[config.mk]
export PLATFORM = sky130hd
export DESIGN_NAME = alu_mul_sequencer
export DESIGN_NICKNAME = d
export VERILOG_FILES = /design/src/rtl/alu_mul_sequencer_pkg.sv /design/src/rtl/alu_mul_sequencer.sv
export SDC_FILE = /design/constraint.sdc
export NUM_CORES = 1
export LEC_CHECK = 0
export BUFFER_PORTS_ARGS = -buffer_cell sky130_fd_sc_hd__buf_2
export CORE_MARGIN = 4
export CORE_UTILIZATION = 30
export CTS_CLUSTER_DIAMETER = 30
export CTS_CLUSTER_SIZE = 24
export DETAILED_ROUTE_END_ITERATION = 6
export RECOVER_POWER = 25
export SLEW_MARGIN = 5
export SYNTH_ARGS = -nofsm -noshare
export SYNTH_HDL_FRONTEND = slang
export SYNTH_SLANG_ARGS = --single-unit
[constraint.sdc]
create_clock -name clk -period 9.37 [get_ports clk]
set_input_delay 0.937 -clock clk [delete_from_list [all_inputs] [get_ports clk]]
set_output_delay 0.937 -clock clk [all_outputs]
set_load 0.03 [all_outputs]
[src/rtl/alu_mul_sequencer_pkg.sv]
// Opcodes shared by the ALU and the decoder, plus the multiply sequencer state encoding.
// Opcode values are architectural; keep them in sync with the decode tables.
package alu_mul_sequencer_pkg;

   localparam int          DATA_W   = 32;
   localparam int          COUNT_W  = 6;
   localparam logic [5:0]  ITER_MAX = 6'd32;

   typedef enum logic [3:0] {
      ALU_ADD  = 4'b0000,
      ALU_SUB  = 4'b0001,
      ALU_SLL  = 4'b0010,
      ALU_SRL  = 4'b0011,
      ALU_SRA  = 4'b0100,
      ALU_AND  = 4'b0101,
      ALU_OR   = 4'b0110,
      ALU_XOR  = 4'b0111,
      ALU_SLT  = 4'b1000,
      ALU_SLTU = 4'b1001
   } alu_op_e;

   typedef enum logic [2:0] {
      ST_IDLE,
      ST_EVAL,
      ST_ADD,
      ST_SHL,
      ST_DONE
   } seq_state_e;

endpackage

[src/rtl/alu_mul_sequencer.sv]
// Shift-add 32x32->32 multiply driving the shared ALU (ADD/SLL only); done_o in cycle 2L+P+3 after accept.
// No backpressure: start_i is taken only in IDLE, anything raised while busy is dropped.
module alu_mul_sequencer
   import alu_mul_sequencer_pkg::*;
#(
   parameter bit EARLY_TERM = 1'b1
)
(
   input  logic              clk,
   input  logic              rst,
   input  logic              start_i,
   input  logic [DATA_W-1:0] op_a_i,
   input  logic [DATA_W-1:0] op_b_i,
   output logic              busy_o,
   output logic              done_o,
   output logic [DATA_W-1:0] product_o,
   output logic              n_flag_o,
   output logic              z_flag_o,
   output logic              alu_req_o,
   output logic [DATA_W-1:0] alu_a_o,
   output logic [DATA_W-1:0] alu_b_o,
   output logic [3:0]        alu_op_o,
   input  logic [DATA_W-1:0] alu_result_i,
   input  logic              alu_zero_i,
   input  logic              alu_neg_i
);

   seq_state_e         state_q, state_d;
   logic [DATA_W-1:0]  acc_q, mcand_q, mplier_q;
   logic [COUNT_W-1:0] count_q;
   logic               done_q;
   logic [DATA_W-1:0]  product_q;
   logic               n_q, z_q;
   alu_op_e            alu_op;

   always_comb begin
      state_d = state_q;
      alu_a_o = '0;
      alu_b_o = '0;
      alu_op  = ALU_ADD;
      case (state_q)
         ST_IDLE: begin
            if (start_i) state_d = ST_EVAL;
         end
         ST_EVAL: begin
            if ((count_q == ITER_MAX) || (EARLY_TERM && (mplier_q == '0)))
               state_d = ST_DONE;
            else if (mplier_q[0])
               state_d = ST_ADD;
            else
               state_d = ST_SHL;
         end
         ST_ADD: begin
            alu_a_o = acc_q;
            alu_b_o = mcand_q;
            state_d = ST_SHL;
         end
         ST_SHL: begin
            alu_a_o = mcand_q;
            alu_b_o = 32'd1;
            alu_op  = ALU_SLL;
            state_d = ST_EVAL;
         end
         ST_DONE: begin
            // Pass acc through the ALU so the flags come from the ALU itself.
            alu_a_o = acc_q;
            state_d = ST_IDLE;
         end
         default: state_d = ST_IDLE;
      endcase
   end

   always_ff @(posedge clk or posedge rst) begin
      if (rst) begin
         state_q   <= ST_IDLE;
         acc_q     <= '0;
         mcand_q   <= '0;
         mplier_q  <= '0;
         count_q   <= '0;
         done_q    <= 1'b0;
         product_q <= '0;
         n_q       <= 1'b0;
         z_q       <= 1'b0;
      end else begin
         state_q <= state_d;
         done_q  <= (state_q == ST_DONE);
         case (state_q)
            ST_IDLE: begin
               if (start_i) begin
                  mcand_q  <= op_a_i;
                  mplier_q <= op_b_i;
                  acc_q    <= '0;
                  count_q  <= '0;
               end
            end
            ST_ADD: acc_q <= alu_result_i;
            ST_SHL: begin
               mcand_q  <= alu_result_i;
               mplier_q <= mplier_q >> 1;
               count_q  <= count_q + 6'd1;
            end
            ST_DONE: begin
               product_q <= alu_result_i;
               n_q       <= alu_neg_i;
               z_q       <= alu_zero_i;
            end
            default: ;
         endcase
      end
   end

   assign busy_o    = (state_q != ST_IDLE);
   assign alu_req_o = busy_o;
   assign done_o    = done_q;
   assign product_o = product_q;
   assign n_flag_o  = n_q;
   assign z_flag_o  = z_q;
   assign alu_op_o  = alu_op;

endmodule

==> results of run 1 <==
## cell usage after synthesis, types with 3 or more instances
cell,number,share of area
o21ai_1,10,0.0076
nor4_1,9,0.0086
nand2_1,75,0.043
clkbuf_1,16,0.0091
buf_6,7,0.012
buf_2,13,0.0099
o22ai_1,22,0.021
and2_1,31,0.030
o21ai_0,29,0.022
nor2_1,132,0.075
dfrtp_1,140,0.53
mux2_2,34,0.058
nand4_1,4,0.0038
a22o_1,32,0.043
o22ai_2,40,0.076
inv_1,3,0.0017
buf_4,13,0.015
## logic make-up after synthesis
logic type      share of synthesized area
compound gates                     0.1751
fa+ha+maj                        0.003806
buf+inv                           0.04930
flops                              0.5329
mux                               0.05976
other cells                     0.0005704
simple gates                       0.1785
## power by group
part | switching (W) | internal, W
logic | 0.00102 | 0.000508
registers | 0.000207 | 0.000877
clock network | 0.000269 | 0.000447
## registers in the layout, indices dropped and copies added (netlist names)
| register | count |
|---|---|
| state_q | 3 |
| mplier_q | 32 |
| n_flag_o | 1 |
| count_q | 6 |
| acc_q | 32 |
| z_flag_o | 1 |
| done_o | 1 |
| product_o | 32 |
| mcand_q | 32 |
## metal layers
layer | track usage | vias to the layer above | routed length [um]
li1 | - | 2557 | -
met1 | 0.2031 | 2611 | 8540
met3 | 0.04272 | 23 | 1195
met5 | 0 | - | 0
met4 | 0.05627 | 0 | 393
met2 | 0.2585 | 179 | 9134
## worst max-delay path, cell delays in order (launching register included)
cell,delay [ns]
dfrtp_1,0.53
nand2b_1,0.24
or2_0,1.60
nand2b_2,0.99
a22o_1,0.42
buf_2,0.18
## area by class of cell
| type | instances | share of cell area |
|---|---|---|
| Tap cell | 275 | 0.04139 |
| Clock inverter | 13 | 0.02303 |
| Sequential cell | 140 | 0.4214 |
| Inverter | 4 | 0.001957 |
| Clock buffer | 18 | 0.05163 |
| Timing Repair Buffer | 210 | 0.1284 |
| Multi-Input combinational cell | 444 | 0.3322 |
## through the flow
stage          utilization  instances
3_3_place_gp        0.3620       1073
6_report            0.3905       1104
2_1_floorplan            -        639
3_5_place_dp        0.3620       1073
4_1_cts             0.3911       1104
5_1_grt             0.3905       1104
## final timing paths
check	from	endpoint	slack, ns	cells after the start
worst min-delay path	count_q[5]$_DFFE_PP0P_	count_q[5]$_DFFE_PP0P_	0.48	1
worst max register to register	state_q[0]$_DFFE_PP0P_	product_o[1]$_DFFE_PP0P_	6.33	3
max in group asynchronous	rst	state_q[0]$_DFFE_PP0P_	5.90	3
worst min register to register	count_q[5]$_DFFE_PP0P_	count_q[5]$_DFFE_PP0P_	0.48	1
worst max-delay path	state_q[2]$_DFFE_PP0P_	alu_a_o[5]	4.02	5
min in group asynchronous	rst	mplier_q[18]$_DFFE_PP0P_	1.44	2
==> results.py, run 1 <==
metrics = {
    "timing": {
        "finalSetupViolCount": 0,
        "setup-tns-final_ns": 0,
        "hold_ws_ns": 0.4755,
        "skew_ns": 0.006725,
        "slew_violations": 142,
        "worst_slew_pin_slew_ns": 3.186,
        "worst_slack_ns": 4.025,
        "final_hold_viol_count": 0,
        "rsz0062_at_grt": "false",
        "post-route-period-util": 0.5705,
        "slew-limit-headroom": -1.136,
        "fmax_ghz": 0.1871,
        "fin_crit_ns": 5.345,
    },
    "route": {
        "dr.pass1.iters": 4,
        "drt_iter0_drc": 248,
        "drc": 0,
        "avgRoutedWirePerCell_um": 17.45,
        "ant_nets": 0,
        "drt-vias-per-instance": 4.864,
        "wl_um": 19260,
        "vias": 5370,
    },
    "clocking": {
        "cts_sinks": 140,
        "htree_levels": 4,
        "cts-resized-gates": 0,
        "clock_latency_ns": 0.41,
        "clock_path_buffers": 2,
        "postCtsHoldBufs": 0,
        "cts_buffers": 17,
        "cts_tree": "yes",
        "ctsRootBufferMaster": "clkbuf_16",
        "clk_pin_slew_ns": 0.06,
        "post_cts_buffers": 0,
    },
    "synth": {
        "async_reset_ff_frac": 1.000,
        "syn_inst": 637,
        "ys_warn_count": 0,
        "netlist-cell-type-count": 40,
        "yosysSeqAreaShare": 0.5329,
        "synth-seq-cells": 140,
        "synth_ff_type": "dfrtp_1",
        "synth.avg_cell_area_um2": 10.32,
        "synth_area_mm2": 0.006574,
        "synth_edf_count": 0,
    },
    "setup_path": {
        "crit_fanout": 34,
        "worstPathArrival_ns": 4.41,
        "cp-end-kind": "output pin",
        "critPathLaunchType": "flip-flop",
        "critical_path_class": "flip-flop to output pin",
        "critical_path_required_ns": 8.43,
    },
    "die": {
        "core_mm2": 0.02129,
        "fp.dieW_um": 156.0,
        "pin_count": 206,
        "rows": 53,
        "dieArea_mm2": 0.02435,
        "fp.dieH_um": 156.0,
        "initial_core_util": 0.3088,
    },
    "grt": {
        "grt_first_pass_wirelength_um": 30440,
        "grt_max_degree": 73,
        "grt_pass1_vias": 5627,
        "antenna_found_initial": 0,
        "overflow": 0,
        "grt_usage": 0.1585,
    },
    "final_layout": {
        "final.fill_count": 2140,
        "layout-drive-gt1-share": 0.3860,
        "antenna_cells": 0,
        "final_cell_mix": "buf_2 (202), dfrtp_1 (140), nor2_1 (131)",
        "multi_input_area_mm2": 0.002761,
        "area_growth_pct": 26.46,
        "fin_nets": 920,
        "final_common_cell": "buf_2",
        "fin_area_mm2": 0.008313,
        "seq_area_mm2": 0.003503,
    },
    "placed_design": {
        "post_dp_cell_area_mm2": 0.007705,
        "gp_congestion": 0.7275,
        "dp_hpwl_um": 12700,
        "post-place-ws_ns": 5.793,
        "io_buffers": 202,
    },
    "pwr": {
        "vdd_drop_max_mv": 0.1508,
        "total_leakage_power_nw": 3.962,
        "total_power_w": 0.003326,
        "powerDensity_mw_per_mm2": 400.1,
    },
    "run_status": {
        "status": "finished with violations",
        "violations": "max-capacitance violations, max-slew violations",
    },
    "run": {
        "cap_viol_max_count": 3,
    },
    "worst_hold_path": {
        "holdCritPathClass": "flip-flop to flip-flop",
    },
}
Power figures use the tool's default switching activity.
==> run 2: changes to the inputs <==
--- a/config.mk
+++ b/config.mk
@@ -5,6 +5,7 @@
 export SDC_FILE = /design/constraint.sdc
 export NUM_CORES = 1
 export LEC_CHECK = 0
+export ABC_AREA = 1
 export BUFFER_PORTS_ARGS = -buffer_cell sky130_fd_sc_hd__buf_2
 export CORE_MARGIN = 4
 export CORE_UTILIZATION = 30
==> constraint.sdc (replaced) <==
create_clock -name clk -period 4.6 [get_ports clk]
set_input_delay 0.46 -clock clk [delete_from_list [all_inputs] [get_ports clk]]
set_output_delay 0.46 -clock clk [all_outputs]
set_load 0.03 [all_outputs]
==> results.py, run 2 <==
metrics = {
    "run_status": {
        "status": "finished with violations",
        "violations": "max-capacitance violations, max-slew violations",
    },
    "route": {
        "ant_nets": 0,
        "avgRoutedWirePerCell_um": 15.82,
        "drt-vias-per-instance": 4.761,
        "vias": 5523,
        "drt_iter0_drc": 351,
        "wl_um": 18350,
        "drc": 0,
        "dr.pass1.iters": 7,
    },
    "timing": {
        "final_hold_viol_count": 0,
        "skew_ns": 0.006154,
        "slew_violations": 83,
        "setup-tns-final_ns": 0,
        "worst_slew_pin_slew_ns": 3.096,
        "hold_ws_ns": 0.2451,
        "fmax_ghz": 0.3229,
        "post-route-period-util": 0.6732,
        "rsz0062_at_grt": "false",
        "slew-limit-headroom": -1.064,
        "finalSetupViolCount": 0,
        "fin_crit_ns": 3.097,
    },
    "pwr": {
        "vdd_drop_max_mv": 0.2482,
        "powerDensity_mw_per_mm2": 739.0,
        "total_leakage_power_nw": 4.155,
    },
    "grt": {
        "grt_pass1_vias": 5615,
        "antenna_found_initial": 0,
        "grt_usage": 0.1551,
        "grt_max_degree": 83,
        "grt_first_pass_wirelength_um": 29280,
        "overflow": 0,
    },
    "worst_hold_path": {
        "hold_end": "n_flag_o$_DFFE_PP0P_",
        "holdCritPathClass": "input port to flip-flop",
        "holdPathStages": 3,
        "min_from": "alu_neg_i",
    },
    "final_layout": {
        "area_growth_pct": 28.18,
        "layout-drive-gt1-share": 0.2798,
        "antenna_cells": 0,
        "final_common_cell": "buf_2",
        "final_cell_mix": "buf_2 (202), dfrtp_1 (140), inv_1 (130)",
        "fin_util": 0.3934,
        "fin_nets": 982,
    },
    "synth": {
        "synth.area.top_cells": "dfrtp_1 (56%), o22ai_1 (13%), inv_1 (7.9%), a21oi_1 (4.7%), nand2_1 (4.0%)",
        "syn_inst": 697,
        "synth_top_area_cell": "dfrtp_1",
        "synth-seq-cells": 140,
        "netlist-cell-type-count": 25,
        "yosysSeqAreaShare": 0.5624,
        "ys_warn_count": 0,
        "synth_area_mm2": 0.006230,
        "netlist.area_leader.share": 0.5624,
        "synth_edf_count": 0,
        "async_reset_ff_frac": 1.000,
        "ys_top_cells_by_count": "dfrtp_1 (140), inv_1 (131), o22ai_1 (126)",
        "synth.most_common_cell": "dfrtp_1",
        "synth_ff_type": "dfrtp_1",
        "synth.avg_cell_area_um2": 8.938,
    },
    "die": {
        "fp.dieH_um": 152.1,
        "dieArea_mm2": 0.02314,
        "fp.dieW_um": 152.1,
        "core_mm2": 0.02030,
        "pin_count": 206,
        "initial_core_util": 0.3069,
        "rows": 52,
    },
    "clocking": {
        "htree_levels": 4,
        "cts_buffers": 17,
        "postCtsHoldBufs": 0,
        "post_cts_buffers": 0,
        "clock_path_buffers": 2,
        "clock_latency_ns": 0.41,
        "cts_tree": "yes",
        "clk_pin_slew_ns": 0.06,
        "cts_sinks": 140,
        "cts-resized-gates": 0,
        "ctsRootBufferMaster": "clkbuf_16",
    },
    "setup_path": {
        "cp-startpoint": "rst",
        "r2r-end": "mcand_q[26]$_DFFE_PP0P_",
        "crit_fanout": 82,
        "critical_path_class": "input port to asynchronous set/reset pin",
        "critPathLaunchType": "input port",
        "r2r.worst_path.cells": 4,
        "worstPathArrival_ns": 3.58,
        "r2r_start": "state_q[0]$_DFFE_PP0P_",
        "critical_path_required_ns": 5.08,
        "reg2reg_slack_ns": 1.95,
        "cp-end-kind": "asynchronous set/reset pin",
    },
    "placed_design": {
        "io_buffers": 202,
        "gp_congestion": 0.8087,
        "dp_hpwl_um": 12390,
    },
    "run": {
        "cap_viol_max_count": 1,
    },
}
-- run 2: changes by cell type after synthesis, sizes merged, moves of 2 or more --
cell and change:
inv +131, nor2 -67, o22ai +64, a21oi +58, mux2 -34, a22o -31
and2 -31, nor4 -9, nand2 -8, nand3 +6, clkbuf -4, nand2b -3
or2 -2
-- run 2: layout make-up --
type                       instances  area [um^2]
tap                              270        337.8
inverter                         135        506.7
fill                            2115        12310
clock inverter                    11        193.9
sequential                       140         3503
clock buffer                      19        442.9
multi-input combinational        376         1939
timing repair buffer             209         1061
-- run 2: cell families (layout without fill, tap and decap cells) --
kind of cell	count (synthesis)	after routing	synth area share
and+or+nand+nor	146	146	0.09781
adders and majority gates	2	2	0.004016
AOI/OAI and AO/OA	225	225	0.2077
DFF	140	140	0.5624
buffers and inverters	183	374	0.1275
other	1	3	0.0006020
-- run 2: worst max-delay path by stage --
stage | cells past startpoint | endpoint | slack (ns)
floorplan | 1 | acc_q[0]$_DFFE_PP0P_ | 0.39
global placement | 5 | alu_op_o[1] | 2.00
detailed placement | 4 | mcand_q[5]$_DFFE_PP0P_ | 1.96
CTS | 5 | alu_op_o[1] | 1.50
global route | 3 | mplier_q[11]$_DFFE_PP0P_ | 0.75
finish | 3 | mplier_q[11]$_DFFE_PP0P_ | 1.50
-- run 2: metal layers --
layer / up-vias / routed length, um / track usage
met2: 194 / 8730 / 0.2479
met5: - / 0 / 0
met3: 12 / 1214 / 0.03896
li1: 2680 / - / -
met1: 2637 / 8227 / 0.2087
met4: 0 / 181 / 0.04752
-- run 2: worst max-delay path, cell delays in order --
cell and delay (ns):
buf_2 0.09, inv_1 2.15, clkbuf_2 0.84
-- run 2: through the flow --
| stage | cell area, um^2 | power [W] | setup slack, ns | instances |
|---|---|---|---|---|
| floorplan | 6237 | 0.003772 | 0.3871 | 699 |
| global placement | 7363 | 0.004405 | 1.996 | 1130 |
| detailed placement | 7363 | 0.004452 | 1.956 | 1130 |
| CTS | 8000 | 0.005972 | 1.500 | 1160 |
| global route | 7985 | 0.006291 | 0.7462 | 1160 |
| finish | 7985 | 0.005901 | 1.503 | 1160 |
-- run 2: where the power goes --
group	leakage [nW]	total (W)	switching [W]	internal, W
logic	2.31	0.00256	0.00182	0.000735
registers	1.54	0.00184	0.000179	0.00167
clock network	0.309	0.00150	0.000527	0.000972
total	4.16	0.00590	0.00253	0.00337
==> run 3: changes to the inputs <==
--- a/config.mk
+++ b/config.mk
@@ -5,7 +5,7 @@
 export SDC_FILE = /design/constraint.sdc
 export NUM_CORES = 1
 export LEC_CHECK = 0
-export ABC_AREA = 1
+export ABC_AREA = 0
 export BUFFER_PORTS_ARGS = -buffer_cell sky130_fd_sc_hd__buf_2
 export CORE_MARGIN = 4
 export CORE_UTILIZATION = 30
==> constraint.sdc (replaced) <==
create_clock -name clk -period 2.96 [get_ports clk]
set_input_delay 0.296 -clock clk [delete_from_list [all_inputs] [get_ports clk]]
set_output_delay 0.296 -clock clk [all_outputs]
set_load 0.03 [all_outputs]
==> results.py, run 3 (synthesis results as in run 1) <==
metrics = {
    "setup_path": {
        "worstPathArrival_ns": 2.33,
        "critical_path_class": "flip-flop to output pin",
        "path_delay_family": "simple AND/OR/NAND/NOR gates",
        "cp.depth": 6,
        "r2r.worst_path.cells": 5,
        "slowest_stage": "dfrtp_1",
        "cpPeakStageDelay_ns": 0.49,
        "r2r_start": "state_q[0]$_DFFE_PP0P_",
        "critical_path_required_ns": 2.66,
        "crit_fanout": 21,
        "reg2reg_slack_ns": 0.83,
        "critPathLaunchType": "flip-flop",
        "cp-startpoint": "state_q[2]$_DFFE_PP0P_",
        "cp-end-kind": "output pin",
        "crit_end": "alu_a_o[26]",
        "cp_num_buf_inv": 2,
        "r2r-end": "mcand_q[23]$_DFFE_PP0P_",
        "path_cells": "nand2b_1, or2_2, nand2b_2, buf_12, a22o_1, buf_2",
    },
    "timing": {
        "worst_slew_pin_slew_ns": 1.930,
        "final_hold_viol_count": 0,
        "skew_ns": 0.007904,
        "slew-limit-headroom": -0.2870,
        "setup-tns-final_ns": 0,
        "post-route-period-util": 0.8881,
        "fin_crit_ns": 2.629,
        "finalSetupViolCount": 0,
        "slew_violations": 141,
        "rsz0062_at_grt": "false",
        "fmax_ghz": 0.3804,
    },
    "clocking": {
        "post_cts_buffers": 0,
        "cts-resized-gates": 0,
        "clock_path_buffers": 2,
        "ctsRootBufferMaster": "clkbuf_16",
        "cts_buffers": 17,
        "htree_levels": 4,
        "postCtsHoldBufs": 0,
        "clock_latency_ns": 0.41,
        "cts_tree": "yes",
        "clk_pin_slew_ns": 0.06,
        "cts_sinks": 140,
    },
    "run": {
        "cap_viol_max_count": 1,
    },
    "grt": {
        "grt_pass1_vias": 5774,
        "grt_usage": 0.1565,
        "grt_first_pass_wirelength_um": 30350,
        "overflow": 0,
        "antenna_found_initial": 0,
        "grt_max_degree": 141,
    },
    "route": {
        "dr.pass1.iters": 4,
        "wl_um": 19040,
        "vias": 5375,
        "ant_nets": 0,
        "drt_iter0_drc": 249,
        "avgRoutedWirePerCell_um": 17.14,
        "drt-vias-per-instance": 4.838,
        "drc": 0,
    },
    "placed_design": {
        "placedCellCount": 1079,
        "dp_hpwl_um": 12490,
        "gp_congestion": 0.7485,
        "io_buffers": 202,
    },
    "worst_hold_path": {
        "holdCritPathClass": "input port to flip-flop",
    },
    "run_status": {
        "violations": "max-capacitance violations, max-slew violations",
        "status": "finished with violations",
    },
    "final_layout": {
        "area_growth_pct": 26.63,
        "antenna_cells": 0,
        "layout-drive-gt1-share": 0.3947,
        "final_common_cell": "buf_2",
        "final_cell_mix": "buf_2 (201), dfrtp_1 (140), nor2_1 (131)",
        "instances_no_fill": 1111,
        "fin_nets": 926,
    },
    "die": {
        "core_mm2": 0.02129,
        "dieArea_mm2": 0.02435,
        "initial_core_util": 0.3088,
        "rows": 53,
        "fp.dieW_um": 156.0,
        "pin_count": 206,
        "fp.dieH_um": 156.0,
    },
    "pwr": {
        "powerDensity_mw_per_mm2": 1240,
        "total_leakage_power_nw": 3.967,
        "vdd_drop_max_mv": 0.6493,
    },
}
run 3: changes by cell type in the layout (fill, tap and decap cells not counted), sizes merged, moves of 5 or more:
cell,before,now
nor4,0,9
buf,208,214
a21oi,58,0
a22o,1,32
mux2,0,34
inv,135,7
nand3,8,2
nand2,68,76
o22ai,126,62
bufinv,5,0
clkinvlp,1,6
nor2,65,132
and2,0,31
run 3: worst min-delay path, stage by stage:
cell and delay [ns]:
buf_2 0.09, nand2_1 0.04, nand2_1 0.05
run 3: power breakdown:
group | switching [W] | leakage (nW) | internal, W
registers | 0.000648 | 1.70 | 0.00278
clock network | 0.000875 | 0.256 | 0.00111
logic | 0.00323 | 2.01 | 0.00169
run 3: through the flow:
step                total power (W)  hold WS [ns]  utilization  setup WS [ns]  instance area, um^2
floorplan                  0.007010        0.4014            -         0.9149                 6585
global placement           0.008348        0.4581       0.3658         0.8187                 7786
detailed placement         0.008439        0.4757       0.3658         0.7657                 7786
CTS                         0.01047       0.08380       0.3917         0.3024                 8338
global route                0.01106       0.09241       0.3911         0.1705                 8324
finish                      0.01032        0.1075       0.3911         0.3312                 8324
run 3: worst min path at each step:
stage / cells after the start / slack [ns] / endpoint / from
CTS: 3 / 0.08 / mplier_q[31]$_DFFE_PP0P_ / op_b_i[31]
floorplan: 2 / 0.40 / mplier_q[31]$_DFFE_PP0P_ / op_b_i[31]
detailed placement: 1 / 0.48 / count_q[5]$_DFFE_PP0P_ / count_q[5]$_DFFE_PP0P_
finish: 3 / 0.11 / mplier_q[31]$_DFFE_PP0P_ / op_b_i[31]
global placement: 1 / 0.46 / count_q[5]$_DFFE_PP0P_ / count_q[5]$_DFFE_PP0P_
global route: 3 / 0.09 / mplier_q[31]$_DFFE_PP0P_ / op_b_i[31]
run 3: layout make-up:
type | count | area [um^2]
fill | 2149 | 12960
clock buffer | 18 | 439.2
timing repair buffer | 216 | 1140
inverter | 4 | 18.77
clock inverter | 14 | 112.6
tap | 275 | 344.1
multi-input combinational | 444 | 2766
sequential | 140 | 3503
run 3: layer usage:
layer	track usage	wire [um]	vias up
li1	-	-	2577
met1	0.1988	8244	2616
met2	0.2593	9401	154
met3	0.03828	947	28
met4	0.05752	448	0
met5	0	0	-
